<file path="config.mk">
export PLATFORM = sky130hd
export DESIGN_NAME = anu_ifetch_flat
export DESIGN_NICKNAME = d
export VERILOG_FILES = /design/src/rtl/anu_ifetch_if.sv /design/src/rtl/anu_ifetch.sv /design/src/flat_wrapper.sv
export SDC_FILE = /design/constraint.sdc
export NUM_CORES = 1
export LEC_CHECK = 0
export BUFFER_PORTS_ARGS = -buffer_cell sky130_fd_sc_hd__buf_2
export CORE_UTILIZATION = 47
export DETAILED_ROUTE_END_ITERATION = 12
export HOLD_SLACK_MARGIN = 0.02
export PLACE_DENSITY = 0.76
export SYNTH_ARGS = -nofsm -noshare
export SYNTH_HDL_FRONTEND = slang
export SYNTH_SLANG_ARGS = --single-unit
export TNS_END_PERCENT = 10
</file>
<file path="constraint.sdc">
create_clock -name clk -period 2 [get_ports clk]
set_clock_uncertainty 0.05 [all_clocks]
set_input_delay 0.1 -clock clk [delete_from_list [all_inputs] [get_ports clk]]
set_output_delay 0.1 -clock clk [all_outputs]
set_load 0.005 [all_outputs]
</file>
<file path="src/rtl/anu_ifetch_if.sv">
// Instruction-memory bus between the fetch stage and instruction memory.
// master: fetch side (drives request, receives response); slave: memory side.
interface anu_ifetch_if;
    logic        imem_req_valid;
    logic        imem_req_ready;
    logic [31:0] imem_req_addr;
    logic        imem_rsp_valid;
    logic [31:0] imem_rsp_data;
    logic        imem_rsp_err;

    modport master (
        output imem_req_valid,
        output imem_req_addr,
        input  imem_req_ready,
        input  imem_rsp_valid,
        input  imem_rsp_data,
        input  imem_rsp_err
    );

    modport slave (
        input  imem_req_valid,
        input  imem_req_addr,
        output imem_req_ready,
        output imem_rsp_valid,
        output imem_rsp_data,
        output imem_rsp_err
    );
endinterface

</file>
<file path="src/rtl/anu_ifetch.sv">
// Instruction fetch stage with a one-entry tagged buffer feeding a single-cycle core.
// Ports: clk, rst_n (sync, active low), pc_i, invalidate_i -> instr_o, stall_o,
//        imem bus (anu_ifetch_if.master), fault_o / fault_cause_o / fault_addr_o.
module anu_ifetch #(
    parameter logic [31:0] NOP_INSTR = 32'h0000_0013,
    parameter int unsigned TIMEOUT   = 64,
    parameter int unsigned CNT_W     = 8
) (
    input  logic                clk,
    input  logic                rst_n,
    input  logic [31:0]         pc_i,
    input  logic                invalidate_i,
    output logic [31:0]         instr_o,
    output logic                stall_o,
    anu_ifetch_if.master        imem,
    output logic                fault_o,
    output logic [1:0]          fault_cause_o,
    output logic [31:0]         fault_addr_o
);

    typedef enum logic [1:0] {
        S_IDLE,
        S_REQ,
        S_WAIT,
        S_FAULT
    } state_e;

    localparam bit             TO_EN    = (TIMEOUT != 0);
    localparam logic [CNT_W-1:0] CNT_LAST =
        TO_EN ? CNT_W'(TIMEOUT - 1) : '0;

    state_e           state_q, state_d;
    logic             buf_valid_q, buf_valid_d;
    logic [31:0]      buf_tag_q, buf_tag_d;
    logic [31:0]      buf_data_q, buf_data_d;
    logic             drop_q, drop_d;
    logic [CNT_W-1:0] cnt_q, cnt_d;
    logic [31:0]      req_addr_q, req_addr_d;
    logic [1:0]       cause_q, cause_d;
    logic [31:0]      faddr_q, faddr_d;

    logic hit;
    logic misaligned;
    logic timeout_hit;

    assign hit         = buf_valid_q && (pc_i == buf_tag_q)
                         && (state_q == S_IDLE);
    assign misaligned  = (pc_i[1:0] != 2'b00);
    assign timeout_hit = TO_EN && (cnt_q == CNT_LAST);

    // State register
    always_ff @(posedge clk) begin
        if (!rst_n) begin
            state_q <= S_IDLE;
        end else begin
            state_q <= state_d;
        end
    end

    // Next-state logic
    always_comb begin
        state_d = state_q;
        unique case (state_q)
            S_IDLE: begin
                if (misaligned) begin
                    state_d = S_FAULT;
                end else if (!hit) begin
                    state_d = S_REQ;
                end
            end
            S_REQ: begin
                if (imem.imem_req_ready) begin
                    state_d = S_WAIT;
                end
            end
            S_WAIT: begin
                if (imem.imem_rsp_valid) begin
                    state_d = imem.imem_rsp_err ? S_FAULT : S_IDLE;
                end else if (timeout_hit) begin
                    state_d = S_FAULT;
                end
            end
            S_FAULT: state_d = S_FAULT;
        endcase
    end

    // Outputs
    always_comb begin
        stall_o             = ~hit;
        instr_o             = hit ? buf_data_q : NOP_INSTR;
        imem.imem_req_valid = (state_q == S_REQ);
        imem.imem_req_addr  = req_addr_q;
        fault_o             = (state_q == S_FAULT);
        fault_cause_o       = cause_q;
        fault_addr_o        = faddr_q;
    end

    // Buffer, request address, counter and fault record
    always_comb begin
        buf_valid_d = buf_valid_q;
        buf_tag_d   = buf_tag_q;
        buf_data_d  = buf_data_q;
        drop_d      = drop_q;
        cnt_d       = cnt_q;
        req_addr_d  = req_addr_q;
        cause_d     = cause_q;
        faddr_d     = faddr_q;
        unique case (state_q)
            S_IDLE: begin
                if (misaligned) begin
                    cause_d = 2'b01;
                    faddr_d = pc_i;
                end else if (!hit) begin
                    req_addr_d = pc_i;
                end
            end
            S_REQ: cnt_d = '0;
            S_WAIT: begin
                cnt_d = cnt_q + CNT_W'(1);
                if (imem.imem_rsp_valid) begin
                    if (imem.imem_rsp_err) begin
                        cause_d = 2'b10;
                        faddr_d = req_addr_q;
                    end else if (drop_q || invalidate_i) begin
                        // Stale data: discard, IDLE will refetch.
                        drop_d = 1'b0;
                    end else begin
                        buf_data_d  = imem.imem_rsp_data;
                        buf_tag_d   = req_addr_q;
                        buf_valid_d = 1'b1;
                    end
                end else if (timeout_hit) begin
                    cause_d = 2'b11;
                    faddr_d = req_addr_q;
                end else if (invalidate_i) begin
                    drop_d = 1'b1;
                end
            end
            S_FAULT: ;
        endcase
        if (invalidate_i) begin
            buf_valid_d = 1'b0;
        end
    end

    always_ff @(posedge clk) begin
        if (!rst_n) begin
            buf_valid_q <= 1'b0;
            buf_tag_q   <= '0;
            buf_data_q  <= '0;
            drop_q      <= 1'b0;
            cnt_q       <= '0;
            req_addr_q  <= '0;
            cause_q     <= 2'b00;
            faddr_q     <= '0;
        end else begin
            buf_valid_q <= buf_valid_d;
            buf_tag_q   <= buf_tag_d;
            buf_data_q  <= buf_data_d;
            drop_q      <= drop_d;
            cnt_q       <= cnt_d;
            req_addr_q  <= req_addr_d;
            cause_q     <= cause_d;
            faddr_q     <= faddr_d;
        end
    end

endmodule

</file>
<file path="src/flat_wrapper.sv">
// flat-port wrapper written by rule: the top's interface ports become plain ports
module anu_ifetch_flat 
#(
    parameter logic [31:0] NOP_INSTR = 32'h0000_0013,
    parameter int unsigned TIMEOUT   = 64,
    parameter int unsigned CNT_W     = 8
)
  (clk, rst_n, pc_i, invalidate_i, instr_o, stall_o, fault_o, fault_cause_o, fault_addr_o, imem_imem_req_valid, imem_imem_req_addr, imem_imem_req_ready, imem_imem_rsp_valid, imem_imem_rsp_data, imem_imem_rsp_err);
  anu_ifetch_if imem_i ();
  input  logic clk;
  input  logic rst_n;
  input  logic [31:0] pc_i;
  input  logic invalidate_i;
  output logic [31:0] instr_o;
  output logic stall_o;
  output logic fault_o;
  output logic [1:0] fault_cause_o;
  output logic [31:0] fault_addr_o;
  output wire logic [$bits(imem_i.imem_req_valid)-1:0] imem_imem_req_valid;
  output wire logic [$bits(imem_i.imem_req_addr)-1:0] imem_imem_req_addr;
  input wire logic [$bits(imem_i.imem_req_ready)-1:0] imem_imem_req_ready;
  input wire logic [$bits(imem_i.imem_rsp_valid)-1:0] imem_imem_rsp_valid;
  input wire logic [$bits(imem_i.imem_rsp_data)-1:0] imem_imem_rsp_data;
  input wire logic [$bits(imem_i.imem_rsp_err)-1:0] imem_imem_rsp_err;
  assign imem_imem_req_valid = imem_i.imem_req_valid;
  assign imem_imem_req_addr = imem_i.imem_req_addr;
  assign imem_i.imem_req_ready = imem_imem_req_ready;
  assign imem_i.imem_rsp_valid = imem_imem_rsp_valid;
  assign imem_i.imem_rsp_data = imem_imem_rsp_data;
  assign imem_i.imem_rsp_err = imem_imem_rsp_err;
  anu_ifetch #(.NOP_INSTR(NOP_INSTR), .TIMEOUT(TIMEOUT), .CNT_W(CNT_W)) u_core (.clk(clk), .rst_n(rst_n), .pc_i(pc_i), .invalidate_i(invalidate_i), .instr_o(instr_o), .stall_o(stall_o), .imem(imem_i), .fault_o(fault_o), .fault_cause_o(fault_cause_o), .fault_addr_o(fault_addr_o));
endmodule
</file>
==> impl_metrics.toml, run 1 <==
[worst_hold_path]
hold_path_class = "in2reg"

[grt]
grt_use_total = 0.275
grt_overflow = 0
grt_pass1_wl_um = 28500
grt_max_degree = 51
antenna_found_initial = 0
grt_pass1_vias = 5824

[yosys]
synth_fp_nets = 796
yosysSeqAreaShare = 0.463
syn-mean-instance-area_um2 = 8.53
synthesis.instances = 720
synth_xor_area_frac = 0.0542
yosys-top-cells-area = "dfxtp_1 46%, nand2_1 8.4%, a21oi_1 7.9%, mux2_2 5.9%, mux2i_1 5.4%"
synth_top_area_share = 0.463
synthFlopType = "dfxtp_1"
synth_area_leader_cell = "dfxtp_1"
synth_enable_flop_cells = 0
synth_simple_gate_area_frac = 0.199
ys_seq_elements = 142
synth.most_common_cell = "dfxtp_1"
synth_top_family_by_area = "simple AND/OR/NAND/NOR gates"
ys_async_sr_fraction = 0
synthAdderAreaFrac = 0.0122
synthMuxAreaShare = 0.113
syn_area_mm2 = 0.00614
ys_warn_count = 0
yosysUniqueCellTypes = 41
synth_compound_area_frac = 0.119
synth_commonest_cells = "142 x dfxtp_1, 137 x nand2_1, 97 x a21oi_1, 45 x nor2_1, 34 x nand3_1"

[clock_tree]
insertion_delay_ns = 0.42
cts_tree = "built"
ctsRootBufferMaster = "clkbuf_16"
cts_num_sinks = 142
htreeDepth = 4
cts_buffers = 17
clk_pin_slew_ns = 0.06
cts_buffer_depth = 2

[sta]
min_period_ns = 2.49
timing.hold.ws_ns = 0.0464
finalSetupViolations = 112
setup_tns_ns = -22.01
grt_setup_unrepaired = "yes"
final_hold_viol_count = 0
slew_headroom = 0.676
worst_pin_slew_ns = 0.487
max_freq_mhz = 402
min_period_over_period = 1.24
setup_slack_ns = -0.489
maxSlewViolCount = 0

[worst_setup_path]
crit_type = "reg2out"
cp.arrival_ns = 2.34
cp_max_fo = 7
cp-start-kind = "register"
cp_data_required_time_ns = 1.85
crit_path_end_kind = "primary output"

[pwr]
internal_power_uw = 6690
powerDensity_mw_per_mm2 = 1040
p_sw_frac = 0.296
leakage_uw = 0.00396
pwr-share-comb = 0.290
clockPowerShare = 0.351
ir_drop_mv = 0.846
p_switching_uw = 2810
seq_power_share = 0.359

[route]
wirelength_um = 20000
dr.pass1.iters = 5
drt_iter0_drc = 572
wl_per_cell_um = 17.2
dr_total_vias = 6306
viasPerCell = 5.43
ant_nets = 0
drc = 0

[floorplanning]
design.core.area_mm2 = 0.0127
die_area_mm2 = 0.0135
top_level_ports = 171
rows = 41
die_w_um = 116
die_y_um = 116
initial_core_util = 0.484

[placed_design]
gp_congestion = 0.807
place_ws_ns = -0.146
dpl-instance-area_mm2 = 0.00735
port_buffers = 170
dpl.hpwl_um = 11100

[outcome]
status = "complete, but fails checks"
failed_checks = "setup timing"

[job]
maxCapViolCount = 0

[layout]
area_growth_pct = 48.5
nFillCells = 923
drive_above_1_share = 0.333
final_area_mm2 = 0.00911
nets = 1052
worst max-delay path: stages, from the launching register on:
cell,delay [ns]
dfxtp_1,0.32
xor2_1,0.16
nor4_2,0.46
nand2_4,0.08
nor4_4,0.24
buf_6,0.18
buf_12,0.13
buf_8,0.12
and2_4,0.14
buf_6,0.09
sequential cells by signal, indices dropped and copies added, names as in the netlist:
register and flops:
u_core.buf_data_q 32, u_core.buf_tag_q 32, u_core.buf_valid_q 1, u_core.cnt_q 8, u_core.drop_q 1, u_core.fault_addr_o 32, u_core.fault_cause_o 2, u_core.imem.imem_req_addr 32
u_core.state_q 2
metrics by stage:
step | util | power [uW] | std cells
after floorplan | - | 5090 | 720
after global placement | 0.580 | 5960 | 1047
after detailed placement | 0.580 | 6000 | 1047
after CTS | 0.686 | 9430 | 1146
after global routing | 0.719 | 9920 | 1161
final | 0.719 | 9490 | 1162
repair_timing:
action | 4_1_cts | 5_1_grt
hold endpoints to repair | 68 | 0
setup buffers | 2 | 14
resized for setup | 17 | 66
hold buffers | 65 | 0
pin swaps | 15 | 20
gates cloned | 1 | 2
endpoints found under the setup margin | 113 | 164
cells in the final DEF (no fill, tap or decap), drive strengths merged, types with 2 or more instances in the layout:
cell type	netlist	routed
nand2	137	137
xor2	33	33
xnor2	5	5
clkinv	1	7
mux2i	33	33
dfxtp	142	142
and3	3	3
nor4	8	8
a21oi	97	97
and2	30	30
nand3	34	34
nand2b	4	4
nor3	2	2
dlygate4sd3	0	65
clkbuf	36	22
inv	8	9
ha	6	6
bufinv	0	4
o21ai	31	31
buf	16	222
mux2	32	32
nor2	45	45
nand4	3	3
or3	2	2
path summary, 6_finish.rpt:
path | startpoint | endpoint | slack (ns) | cells after the start
worst max-delay path | u_core.buf_tag_q[17] | instr_o[10] | -0.49 | 9
worst max register to register | u_core.buf_tag_q[17] | u_core.imem.imem_req_addr[24] | -0.24 | 11
worst min register to register | u_core.fault_cause_o[0] | u_core.fault_cause_o[0] | 0.41 | 2
worst min-delay path | pc_i[19] | u_core.fault_addr_o[19] | 0.05 | 4
power groups by stage:
| stage | clock network [uW] | registers [uW] | logic (uW) |
|---|---|---|---|
| finish | 3330 | 3410 | 2750 |
| global route | 3490 | 3450 | 2980 |
| CTS | 3350 | 3400 | 2680 |
| detailed placement | 0 | 3450 | 2540 |
| global placement | 0 | 3440 | 2510 |
| floorplan | 0 | 3470 | 1620 |
cell type report:
class,instances,area [um^2],area share
inverters,9,36.3,0.00398
multi-input cells,517,3180,0.349
diodes,1,2.50,0.000275
well taps,172,215,0.0236
clock buffers,20,457,0.0501
repair buffers,289,2210,0.242
flip-flops and latches,142,2850,0.312
clock inverters,12,166,0.0183
layer usage:
metal / part of all wire / global-route usage / vias to the layer above
met5: 0 / 0 / -
met4: 0.027 / 0.111 / 0
met3: 0.067 / 0.0701 / 50
met2: 0.49 / 0.458 / 320
met1: 0.41 / 0.338 / 2994
li1: - / - / 2942
cell families after synthesis:
kind of cell | count (synthesis)
xor+xnor | 38
simple gates | 270
compound gates | 138
flops | 142
buf+inv | 61
mux | 65
fa+ha+maj | 6
No activity file was read; power rests on OpenSTA's default activity.
==> run 2: changes to the inputs <==
--- a/config.mk
+++ b/config.mk
@@ -5,11 +5,12 @@
 export SDC_FILE = /design/constraint.sdc
 export NUM_CORES = 1
 export LEC_CHECK = 0
+export ABC_AREA = 1
 export BUFFER_PORTS_ARGS = -buffer_cell sky130_fd_sc_hd__buf_2
-export CORE_UTILIZATION = 47
+export CORE_UTILIZATION = 48
 export DETAILED_ROUTE_END_ITERATION = 12
 export HOLD_SLACK_MARGIN = 0.02
-export PLACE_DENSITY = 0.76
+export PLACE_DENSITY = 0.77
 export SYNTH_ARGS = -nofsm -noshare
 export SYNTH_HDL_FRONTEND = slang
 export SYNTH_SLANG_ARGS = --single-unit
==> run 2 against run 1 <==
The flow still finishes with violations (setup timing). Combinational power up 12%. First-iteration DRC count up 2.6%. Sequential power up 8.8%. Worst hold slack worse by 0.015 ns. Clock power down 6%. Largest cell class unchanged.
==> impl_metrics.toml, run 2 <==
[outcome]
status = "complete, but fails checks"
failed_checks = "setup timing"

[grt]
grt_use_total = 0.287
use_met3 = 0.0516
gr-usage-met1 = 0.364
antenna_found_initial = 1
grt_pass1_wl_um = 32000
grt_overflow = 0
grt_pass1_vias = 6483
grt_max_degree = 84
top_usage_layer = "met2"
met2_usage = 0.473

[worst_hold_path]
hp-start = "pc_i[25]"
worstHoldPathCells = 5
hold_path_class = "in2reg"
worstHoldEndpoint = "u_core.imem.imem_req_addr[25]"

[sta]
worst_pin_slew_ns = 0.428
finalSetupViolations = 33
max_freq_mhz = 445
min_period_ns = 2.25
min_period_over_period = 1.12
maxSlewViolCount = 0
setup_tns_ns = -7.37
final_hold_viol_count = 0
grt_setup_unrepaired = "yes"
slew_headroom = 0.714
setup_slack_ns = -0.247

[layout]
area_growth_pct = 38.5
drive_above_1_share = 0.270
nets = 1205
final_util = 0.682
nFillCells = 1115
most-common-layout-cells = "171 x nand2_1, 169 x buf_2, 134 x dfxtp_1"
final_common_cell = "nand2_1"

[worst_setup_path]
path_delay_family = "simple AND/OR/NAND/NOR gates"
cp-start-kind = "register"
r2r_setup_slack_ns = 0.12
crit_path_end_kind = "primary output"
cpPeakStageDelay_ns = 0.36
reg2reg_from = "u_core.cnt_q[0]"
crit_chain = "inv_1 > nand2_1 > nand3_1 > nor3_1 > nand3_4 > clkbuf_16 > nor3_1 > buf_2"
cp_data_required_time_ns = 1.85
r2r_cells = 10
cp_max_fo = 15
cp_slowest_cell = "dfxtp_1"
r2r-end = "u_core.fault_addr_o[12]"
cp.arrival_ns = 2.10
crit_type = "reg2out"
cp_num_buf_inv = 3
path_depth = 8
cp_common_cell = "nor3_1"

[yosys]
synth.most_common_cell = "nand2_1"
yosys-top-cells-area = "dfxtp_1 44%, nand2_1 10%, o21ai_0 7.9%, a21oi_1 6.5%, inv_1 6.0%"
synth_commonest_cells = "178 x nand2_1, 142 x dfxtp_1, 104 x inv_1, 103 x o21ai_0, 85 x a21oi_1"
ys_async_sr_fraction = 0
synth_top_area_share = 0.436
ys_seq_elements = 142
yosysSeqAreaShare = 0.436
ys_warn_count = 0
synth_fp_nets = 985
syn_area_mm2 = 0.00652
synthesis.instances = 909
synthFlopType = "dfxtp_1"
synth_enable_flop_cells = 0
synth_area_leader_cell = "dfxtp_1"
syn-mean-instance-area_um2 = 7.17
yosysUniqueCellTypes = 32

[floorplanning]
initial_core_util = 0.492
die_y_um = 119
die_w_um = 119
top_level_ports = 171
die_area_mm2 = 0.0141
rows = 42
design.core.area_mm2 = 0.0132

[placed_design]
port_buffers = 170
dpl.hpwl_um = 12200
gp_congestion = 0.869

[route]
wirelength_um = 20400
dr_total_vias = 7111
viasPerCell = 5.39
drt_iter0_drc = 587
dr.pass1.iters = 5
ant_nets = 0
drc = 0
wl_per_cell_um = 15.5

[pwr]
leakage_uw = 0.00395
internal_power_uw = 6610
ir_drop_mv = 0.674
clockPowerShare = 0.317
seq_power_share = 0.374
p_switching_uw = 3310
powerDensity_mw_per_mm2 = 1100
pwr-share-comb = 0.309
p_sw_frac = 0.334

[clock_tree]
cts_num_sinks = 142
ctsRootBufferMaster = "clkbuf_16"
htreeDepth = 4
cts_buffers = 17
clk_pin_slew_ns = 0.06
cts_tree = "built"
insertion_delay_ns = 0.42
cts_buffer_depth = 2

[job]
maxCapViolCount = 0
==> run 2: worst max path at each step <==
stage                        startpoint                       endpoint  slack, ns
CTS                   u_core.state_q[1]                    instr_o[24]      -0.11
floorplan             u_core.state_q[0]         u_core.fault_addr_o[0]       0.30
detailed placement    u_core.state_q[1]  u_core.imem.imem_req_addr[25]       0.11
finish              u_core.buf_tag_q[3]                     instr_o[7]      -0.25
global placement      u_core.state_q[1]  u_core.imem.imem_req_addr[28]       0.13
global route        u_core.buf_tag_q[3]                    instr_o[14]      -0.34
==> run 2: layer usage <==
| metal | vias to the layer above | wire [um] |
|---|---|---|
| li1 | 3432 | - |
| met1 | 3312 | 8750 |
| met2 | 315 | 9620 |
| met3 | 52 | 1340 |
| met4 | 0 | 686 |
| met5 | - | 0 |
==> run 2: what timing repair did <==
action                                  in CTS  in global routing
gates cloned                                 0                  2
gates resized for setup                     20                 26
hold buffers                                68                  0
endpoints found under the setup margin      33                 42
pin swaps                                    0                  3
buffers inserted                             0                  1
hold endpoints to repair                    96                  0
==> run 2: power by group through the flow <==
stage | clock network (uW) | logic [uW] | registers, uW
4_1_cts | 3160 | 3000 | 3690
3_3_place_gp | 0 | 2800 | 3730
5_1_grt | 3310 | 3400 | 3760
3_5_place_dp | 0 | 2870 | 3730
6_report | 3140 | 3070 | 3710
2_1_floorplan | 0 | 1770 | 3730
==> run 2: cell families (layout without fill, tap and decap cells) <==
family,count (synthesis),after routing,synth area share
AOI/OAI and AO/OA,244,244,0.206
DFF,142,142,0.436
and+or+nand+nor,344,344,0.234
buffers and inverters,168,401,0.106
other,0,1,0
xor gates and xnor gates,5,5,0.00672
adders and majority gates,6,6,0.0115
==> run 2: layout make-up <==
| cell class | count | area, um^2 | share of cell area |
|---|---|---|---|
| repair buffers | 258 | 1830 | 0.202 |
| clock buffers | 26 | 509 | 0.0564 |
| clock inverters | 6 | 80.1 | 0.00887 |
| diodes | 1 | 2.50 | 0.000277 |
| well taps | 176 | 220 | 0.0244 |
| multi-input cells | 599 | 3120 | 0.346 |
| inverters | 111 | 417 | 0.0462 |
| flip-flops and latches | 142 | 2850 | 0.316 |
==> run 2: worst min-delay path, stage by stage <==
cell	delay [ns]
buf_2	0.12
inv_1	0.07
nand3_1	0.07
nand2_1	0.06
nor2_1	0.04
==> run 2: through the flow <==
stage / hold WS (ns) / total power [uW] / std cells / instance area [um^2] / setup WS (ns)
6_report: 0.0313 / 9920 / 1319 / 9030 / -0.247
5_1_grt: 0.0786 / 10500 / 1319 / 9030 / -0.340
4_1_cts: 0.0203 / 9850 / 1315 / 8870 / -0.108
3_5_place_dp: 0.269 / 6600 / 1215 / 7540 / 0.114
3_3_place_gp: 0.261 / 6530 / 1215 / 7540 / 0.135
2_1_floorplan: 0.122 / 5500 / 909 / 6520 / 0.297
==> run 3: changes to the inputs <==
--- a/config.mk
+++ b/config.mk
@@ -11,6 +11,7 @@
 export DETAILED_ROUTE_END_ITERATION = 12
 export HOLD_SLACK_MARGIN = 0.02
 export PLACE_DENSITY = 0.77
+export SKIP_CTS_REPAIR_TIMING = 1
 export SYNTH_ARGS = -nofsm -noshare
 export SYNTH_HDL_FRONTEND = slang
 export SYNTH_SLANG_ARGS = --single-unit
==> run 3 against run 2 <==
The flow still finishes with violations (setup timing). Die area is the same. Fmax shrank 5.4%. Sequential share of layout area fell by 0.055 points. Non-clock buffer count is 1 lower. Global-route usage shrank 2.7 points.
==> impl_metrics.toml, run 3 (synthesis results as in run 2) <==
[grt]
antenna_found_initial = 0
grt_use_total = 0.260
grt_pass1_vias = 5839
grt_overflow = 0
grt_max_degree = 84
grt_pass1_wl_um = 29100

[placed_design]
dpl.hpwl_um = 12200
gp_congestion = 0.869
port_buffers = 170
place_inst = 1215

[route]
viasPerCell = 5.41
dr.pass1.iters = 5
ant_nets = 0
met2WireLength_um = 9910
wirelength_um = 20600
dr_total_vias = 7127
dr.max_layer_used = "met4"
wl_met3_um = 1340
wl_met1_um = 8760
wl_per_cell_um = 15.6
drc = 0
drt_iter0_drc = 628

[layout]
seqCellArea_mm2 = 0.00285
drive_above_1_share = 0.269
nets = 1204
multi_input_area_mm2 = 0.00314
most-common-layout-cells = "174 x nand2_1, 170 x buf_2, 138 x dfxtp_1"
nFillCells = 1105
area_growth_pct = 38.5
final_common_cell = "nand2_1"
diodes = 0
stdcell_count = 1317
final_util = 0.682

[sta]
maxSlewViolCount = 0
finalSetupViolations = 33
setup_slack_ns = -0.375
slew_headroom = 0.725
grt_setup_unrepaired = "yes"
max_freq_mhz = 421
min_period_ns = 2.37
setup_tns_ns = -7.52
min_period_over_period = 1.19
worst_pin_slew_ns = 0.413
final_hold_viol_count = 0

[clock_tree]
cts_buffers = 17
htreeDepth = 4
insertion_delay_ns = 0.42
cts_num_sinks = 142
ctsRootBufferMaster = "clkbuf_16"
clk_pin_slew_ns = 0.06
cts_tree = "built"
cts_buffer_depth = 2

[worst_setup_path]
crit_path_end_kind = "primary output"
cp-start-kind = "register"
crit_type = "reg2out"
cp_max_fo = 15
cp.arrival_ns = 2.22
cp_data_required_time_ns = 1.85

[floorplanning]
die_w_um = 119
design.core.area_mm2 = 0.0132
top_level_ports = 171
die_area_mm2 = 0.0141
initial_core_util = 0.492
rows = 42
die_y_um = 119

[pwr]
leakage_uw = 0.00393
powerDensity_mw_per_mm2 = 1100
ir_drop_mv = 0.711
total_power_uw = 9940

[outcome]
status = "complete, but fails checks"
failed_checks = "setup timing"

[job]
maxCapViolCount = 0

[worst_hold_path]
hold_path_class = "in2reg"
==> run 3: cell count changes in the layout (fill, tap and decap cells not counted), moves of 2 or more <==
cell and change:
nor3_1 -5, nand2_1 +3, dfxtp_1 +4, nand2_2 -3
dfxtp_2 -4, ha_1 -2, nor3_2 +5, ha_2 +2
==> run 3: worst max-delay path, cell delays in order (launching register included) <==
cell	delay, ns
dfxtp_1	0.31
inv_1	0.06
nand2_1	0.08
inv_1	0.06
nor3_2	0.16
nand2_1	0.11
nor4_4	0.20
nand3_4	0.19
clkbuf_16	0.24
nor3_1	0.23
buf_2	0.17
==> run 3: metrics by stage <==
stage | hold WS, ns | setup WS (ns) | cell area, um^2
4_1_cts | -0.171 | -0.251 | 8130
3_3_place_gp | 0.261 | 0.135 | 7540
5_1_grt | 0.0281 | -0.485 | 9030
6_report | 0.00357 | -0.375 | 9030
2_1_floorplan | 0.122 | 0.297 | 6520
3_5_place_dp | 0.269 | 0.114 | 7540
==> run 3: final cells by class <==
type,instances,area share
clock buffers,26,0.0564
clock inverters,6,0.00887
inverters,111,0.0462
multi-input cells,599,0.348
flip-flops and latches,142,0.315
well taps,176,0.0244
repair buffers,257,0.201
==> run 3: per-layer routing <==
layer / up-vias / GRT usage
met2: 329 / 0.418
met1: 3318 / 0.343
met3: 51 / 0.0487
met4: 0 / 0.103
li1: 3429 / -
met5: - / 0
==> run 3: power by group <==
| group | internal [uW] | switching, uW | leakage, uW |
|---|---|---|---|
| clock network | 1990 | 1160 | 0.000294 |
| registers | 3380 | 328 | 0.00116 |
| logic | 1240 | 1840 | 0.00248 |
==> run 3: path summary, 6_finish.rpt <==
| kind | endpoint | slack, ns | start | cells past startpoint |
|---|---|---|---|---|
| setup / recovery | instr_o[15] | -0.37 | u_core.buf_tag_q[0] | 10 |
| hold / removal | u_core.imem.imem_req_addr[30] | 0.004 | pc_i[30] | 5 |
| setup reg to reg | u_core.fault_addr_o[16] | 0.06 | u_core.cnt_q[0] | 10 |
| hold reg to reg | u_core.buf_tag_q[7] | 0.40 | u_core.buf_tag_q[7] | 2 |
